==> src/rtl/mcycle_unit.sv <==
`default_nettype none
//------------------------------------------------------------------------------
// Module   : mcycle_unit
// Purpose  : Iterative RV32M multiply/divide unit. Retires STEP multiplier
//            bits (or STEP restoring-division iterations) per cycle, then
//            applies sign correction in a final FIX cycle.
// Ports    : CLK, RESETn (sync, active-low), Start, Abort, Op (funct3),
//            Operand1/Operand2 (rs1/rs2), Result (Op-selected word),
//            Result1 (low product / quotient), Result2 (high product /
//            remainder), Busy (combinational stall), Done (1-cycle pulse).
// Revision : 1.0 - initial release
//------------------------------------------------------------------------------
module mcycle_unit #(
    parameter int WIDTH = 32,
    parameter int STEP  = 8
) (
    input  logic             CLK,
    input  logic             RESETn,
    input  logic             Start,
    input  logic             Abort,
    input  logic [2:0]       Op,
    input  logic [WIDTH-1:0] Operand1,
    input  logic [WIDTH-1:0] Operand2,
    output logic [WIDTH-1:0] Result,
    output logic [WIDTH-1:0] Result1,
    output logic [WIDTH-1:0] Result2,
    output logic             Busy,
    output logic             Done
);

    localparam int N  = WIDTH / STEP;
    localparam int CW = (N > 1) ? $clog2(N) : 1;
    localparam logic [CW-1:0]    LAST    = CW'(N - 1);
    localparam logic [WIDTH-1:0] MIN_NEG = {1'b1, {(WIDTH-1){1'b0}}};

    localparam logic [1:0] S_IDLE = 2'd0;
    localparam logic [1:0] S_CALC = 2'd1;
    localparam logic [1:0] S_FIX  = 2'd2;

    logic [1:0]         state_q, state_d;
    logic [2:0]         op_q;
    logic [CW-1:0]      cnt_q;
    logic               sa_q, sb_q;          // operand negative flags
    logic [2*WIDTH-1:0] a_q;                 // multiplicand, shifted left per slice
    logic [WIDTH-1:0]   b_q;                 // multiplier (shifted right) / divisor
    logic [2*WIDTH-1:0] acc_q;               // product, or {remainder, quotient}
    logic [WIDTH-1:0]   result_q, result1_q, result2_q;
    logic               done_q;

    // ---------------- operand decode (IDLE sampling) ----------------
    logic             w_sgn_a, w_sgn_b, w_neg_a, w_neg_b;
    logic [WIDTH-1:0] w_mag_a, w_mag_b;
    logic             w_div0, w_ovf;

    assign w_sgn_a = (Op == 3'b001) || (Op == 3'b010) || (Op == 3'b100) || (Op == 3'b110);
    assign w_sgn_b = (Op == 3'b001) || (Op == 3'b100) || (Op == 3'b110);
    assign w_neg_a = w_sgn_a & Operand1[WIDTH-1];
    assign w_neg_b = w_sgn_b & Operand2[WIDTH-1];
    assign w_mag_a = w_neg_a ? -Operand1 : Operand1;
    assign w_mag_b = w_neg_b ? -Operand2 : Operand2;
    assign w_div0  = Op[2] & (Operand2 == '0);
    // Among divide ops only DIV/REM are signed, so w_sgn_a & Op[2] selects them.
    assign w_ovf   = Op[2] & w_sgn_a & (Operand1 == MIN_NEG) & (&Operand2);

    // ---------------- per-cycle arithmetic ----------------
    logic [2*WIDTH-1:0] w_partial;
    logic [2*WIDTH-1:0] w_div_acc;
    logic [2*WIDTH:0]   w_div_t;

    assign w_partial = a_q * {{(2*WIDTH-STEP){1'b0}}, b_q[STEP-1:0]};

    // STEP restoring iterations. The shifted upper half is compared at WIDTH+1
    // bits so a divisor with its MSB set never loses the carried-out bit.
    always_comb begin
        w_div_acc = acc_q;
        w_div_t   = '0;
        for (int i = 0; i < STEP; i++) begin
            w_div_t = {w_div_acc, 1'b0};
            if (w_div_t[2*WIDTH:WIDTH] >= {1'b0, b_q}) begin
                w_div_t[2*WIDTH:WIDTH] = w_div_t[2*WIDTH:WIDTH] - {1'b0, b_q};
                w_div_t[0]             = 1'b1;
            end
            w_div_acc = w_div_t[2*WIDTH-1:0];
        end
    end

    // ---------------- sign correction / result selection ----------------
    logic [2*WIDTH-1:0] w_prod;
    logic [WIDTH-1:0]   w_quot, w_rem, w_lo, w_hi;
    logic               w_sel_lo;

    assign w_prod   = (sa_q ^ sb_q) ? -acc_q : acc_q;
    assign w_quot   = (sa_q ^ sb_q) ? -acc_q[WIDTH-1:0] : acc_q[WIDTH-1:0];
    assign w_rem    = sa_q ? -acc_q[2*WIDTH-1:WIDTH] : acc_q[2*WIDTH-1:WIDTH];
    assign w_lo     = op_q[2] ? w_quot : w_prod[WIDTH-1:0];
    assign w_hi     = op_q[2] ? w_rem  : w_prod[2*WIDTH-1:WIDTH];
    assign w_sel_lo = (op_q == 3'b000) || (op_q[2] && !op_q[1]);

    // ---------------- FSM: state register ----------------
    always_ff @(posedge CLK) begin
        if (!RESETn) state_q <= S_IDLE;
        else         state_q <= state_d;
    end

    // ---------------- FSM: next state ----------------
    always_comb begin
        state_d = state_q;
        if (Abort) begin
            state_d = S_IDLE;
        end else begin
            case (state_q)
                S_IDLE:  if (Start) state_d = (w_div0 || w_ovf) ? S_FIX : S_CALC;
                S_CALC:  if (cnt_q == LAST) state_d = S_FIX;
                S_FIX:   state_d = S_IDLE;
                default: state_d = S_IDLE;
            endcase
        end
    end

    // ---------------- FSM: outputs ----------------
    always_comb begin
        Busy = RESETn & ((state_q != S_IDLE) | (Start & ~Abort));
    end

    // ---------------- datapath ----------------
    always_ff @(posedge CLK) begin
        if (!RESETn) begin
            op_q      <= '0;
            cnt_q     <= '0;
            sa_q      <= 1'b0;
            sb_q      <= 1'b0;
            a_q       <= '0;
            b_q       <= '0;
            acc_q     <= '0;
            result_q  <= '0;
            result1_q <= '0;
            result2_q <= '0;
            done_q    <= 1'b0;
        end else begin
            done_q <= 1'b0;
            if (!Abort) begin
                case (state_q)
                    S_IDLE: if (Start) begin
                        op_q  <= Op;
                        cnt_q <= '0;
                        sa_q  <= w_neg_a;
                        sb_q  <= w_neg_b;
                        a_q   <= {{WIDTH{1'b0}}, w_mag_a};
                        b_q   <= w_mag_b;
                        // Special cases preload the final {rem, quot} and skip
                        // sign correction by clearing the sign flags.
                        if (w_div0) begin
                            acc_q <= {Operand1, {WIDTH{1'b1}}};
                            sa_q  <= 1'b0;
                            sb_q  <= 1'b0;
                        end else if (w_ovf) begin
                            acc_q <= {{WIDTH{1'b0}}, Operand1};
                            sa_q  <= 1'b0;
                            sb_q  <= 1'b0;
                        end else if (Op[2]) begin
                            acc_q <= {{WIDTH{1'b0}}, w_mag_a};
                        end else begin
                            acc_q <= '0;
                        end
                    end
                    S_CALC: begin
                        cnt_q <= cnt_q + CW'(1);
                        if (op_q[2]) begin
                            acc_q <= w_div_acc;
                        end else begin
                            acc_q <= acc_q + w_partial;
                            a_q   <= a_q << STEP;
                            b_q   <= b_q >> STEP;
                        end
                    end
                    S_FIX: begin
                        result1_q <= w_lo;
                        result2_q <= w_hi;
                        result_q  <= w_sel_lo ? w_lo : w_hi;
                        done_q    <= 1'b1;
                    end
                    default: ;
                endcase
            end
        end
    end

    assign Result  = result_q;
    assign Result1 = result1_q;
    assign Result2 = result2_q;
    assign Done    = done_q;

endmodule
`default_nettype wire

==> config.mk <==
export PLATFORM = sky130hd
export DESIGN_NAME = mcycle_unit
export DESIGN_NICKNAME = d
export VERILOG_FILES = /design/src/rtl/mcycle_unit.sv
export SDC_FILE = /design/constraint.sdc
export NUM_CORES = 2
export LEC_CHECK = 0
export CORE_AREA = 8 8 308 310
export CTS_BUF_LIST = sky130_fd_sc_hd__clkbuf_16
export DETAILED_ROUTE_END_ITERATION = 10
export DIE_AREA = 0 0 316 318
export HOLD_SLACK_MARGIN = 0.1
export PLACE_DENSITY_LB_ADDON = 0.15
export SLEW_MARGIN = 20
export SYNTH_ARGS = -nofsm -noshare
export SYNTH_HDL_FRONTEND = slang
export SYNTH_SLANG_ARGS = --single-unit
==> constraint.sdc <==
create_clock -name CLK -period 29.6 [get_ports CLK]
set_input_delay 2.96 -clock CLK [delete_from_list [all_inputs] [get_ports CLK]]
set_output_delay 2.96 -clock CLK [all_outputs]
set_load 0.005 [all_outputs]
==> reports/qor.yml <==
grt:
  antenna_found_initial: 15
  grt-ovfl-total: 0
  grt_pass1_wl_mm: 276.5
  grt.total_usage: 0.3615
  grt_pass1_vias: 42310
  grt_max_degree: 87
clock_network:
  cts.path.max_buffers: 3
  root_buffer: "clkbuf_16"
  cts_tree: "yes"
  clk_latency_ps: 600
  cts_inserted_buffers: 37
  path_clk_slew_ps: 60
  cts_num_sinks: 266
  htree_levels: 2
logic_synthesis:
  synth_edf_count: 0
  async_flop_share: 0
  synthesis.area_um2: 44620
  synthAdderAreaFrac: 0.2815
  synth_seq_area_share: 0.1193
  synth_cell_types: 100
  synthCells: 5786
  synth_mux_area_frac: 0.03410
  synthXorXnorAreaFrac: 0.07813
  synth-simple-area-share: 0.1994
  synth_compound_area_frac: 0.2207
  yosys_warnings: 0
  syn_nets: 6610
  synth_top_family_by_area: "adder cells"
  synth-seq-cells: 266
  avgSynthCellArea_um2: 7.711
  synth-main-ff-cell: "dfxtp_1"
drt:
  vias: 44070
  viasPerCell: 6.298
  drtIter0Drc: 4812
  wl_per_cell_um: 26.70
  dr.pass1.iters: 6
  ant_nets: 0
  drcViolationCount: 0
  wl_mm: 186.8
floorplan:
  die_x_um: 316
  io_pins: 169
  initial_core_util: 0.4980
  core_area_um2: 89600
  die_h_um: 318
  die_area_um2: 100500
  rows: 110
final_layout:
  seq_area_um2: 5341
  n_fill_cell: 8636
  multi_input_area_um2: 36490
  area_growth_pct: 9.220
  drive_gt1_frac: 0.06017
  layout_common_cells: "645 x nand2_1, 531 x a21oi_1, 525 x nor2_1"
  final_common_cell: "nand2_1"
  finalNetCount: 6614
critical_path:
  cp.arrival_ps: 28230
  critPathMaxStageDelay_ps: 540
  worst-setup-path-type: "reg2reg"
  start_kind: "flip-flop"
  cp_data_required_time_ps: 30030
  path_max_fanout: 29
  crit_top_cell: "o21ai_0"
  critical_path.startpoint: "b_q[16]"
  reg2reg_from: "b_q[16]"
  cp_slowest_cell: "a2111o_2"
  end_kind: "flip-flop"
timing:
  maxSlewViolCount: 0
  fin_crit_ps: 27810
  fin_worst_skew_ps: 29.41
  grt_setup_unrepaired: "no"
  setup_viol: 0
  maxSlewHeadroom: 0.2043
  fin_hold_ws_ps: 457.6
  fmax_mhz: 35.96
  hold_violations: 0
  tns_ps: 0
  worst_slew_pin_slew_ps: 1187
  period_share: 0.9394
job:
  drv_cap: 0
run_status:
  status: "finished clean"
placed_design:
  gp_congestion: 1.058
  io_buffers: 168
  hpwl_mm: 150.2
worst_hold_path:
  hold_path_class: "reg2reg"
  hp-start: "Result2[31]"
## worst paths after layout
kind,cells past startpoint,slack [ps],end
hold / removal,2,460,Result2[31]
hold reg to reg,2,460,Result2[31]
setup reg to reg,109,1790,acc_q[57]
setup / recovery,109,1790,acc_q[57]
## synthesized netlist by cell type, types with 120 or more instances
cell / n / area (um2)
nand2_1: 646 / 2425
a21oi_1: 533 / 2668
nor2_1: 529 / 1986
inv_1: 471 / 1768
fa_1: 418 / 8368
ha_1: 335 / 4192
xnor2_1: 278 / 2435
dfxtp_1: 266 / 5325
o21ai_0: 259 / 1296
clkbuf_1: 254 / 953.4
and2_1: 208 / 1301
a21o_1: 166 / 1246
a211oi_1: 136 / 1021
nand3_1: 126 / 630.6
xor2_1: 120 / 1051
## through the flow
stage | cells | utilization | setup WS (ps) | area (um2)
3_5_place_dp | 6921 | 0.5290 | 971.7 | 47400
2_1_floorplan | 5786 | - | 3297 | 44620
3_3_place_gp | 6921 | 0.5290 | 1423 | 47400
6_report | 6998 | 0.5439 | 1794 | 48730
4_1_cts | 6987 | 0.5423 | 878.5 | 48590
5_1_grt | 6993 | 0.5438 | 61.43 | 48720
## kinds of logic (layout without fill, tap and decap cells)
| family | after synthesis | count (layout) |
|---|---|---|
| xor+xnor | 398 | 398 |
| flops | 266 | 266 |
| simple gates | 1925 | 1925 |
| compound gates | 1531 | 1531 |
| buf+inv | 776 | 807 |
| fa+ha+maj | 753 | 753 |
| other cells | 0 | 5 |
| mux | 137 | 137 |
## what timing repair did
item,CTS,global route
endpoints found under the setup margin,0,33
resized for setup,0,19
hold buffers,0,0
setup buffers,0,6
## cell type report
cell class,count,area share
Clock inverter,28,0.004904
Clock buffer,38,0.01951
Antenna cell,5,0.0002568
Sequential cell,266,0.1096
Timing Repair Buffer,268,0.05014
Multi-Input combinational cell,4744,0.7488
Tap cell,1176,0.03019
Inverter,473,0.03659
## sequential cells by signal (all words and copies together) (netlist names), 2 cells and up
signal and count:
Result1 32, Result2 32, Result 32, a_q 64
state_q 2, op_q 3, cnt_q 2, b_q 32
acc_q 64
## worst max-delay path: cells and delay by family, from the launching register on
family / cells / cell delay (ps)
flops: 1 / 390
mux: 3 / 1210
compound gates: 64 / 15810
fa+ha+maj: 8 / 2850
buf+inv: 9 / 1730
simple gates: 25 / 5630
## metal layers
layer  part of all wire  GRT usage  wire length [um]
met5            0.00052          0                97
met4              0.077     0.2273             14450
met3              0.095    0.08375             17710
met2               0.43     0.5501             80900
met1               0.39     0.4593             73680
Power is not shown: default switching activity piles up to over one toggle a cycle in this logic, so the estimate is an artifact.
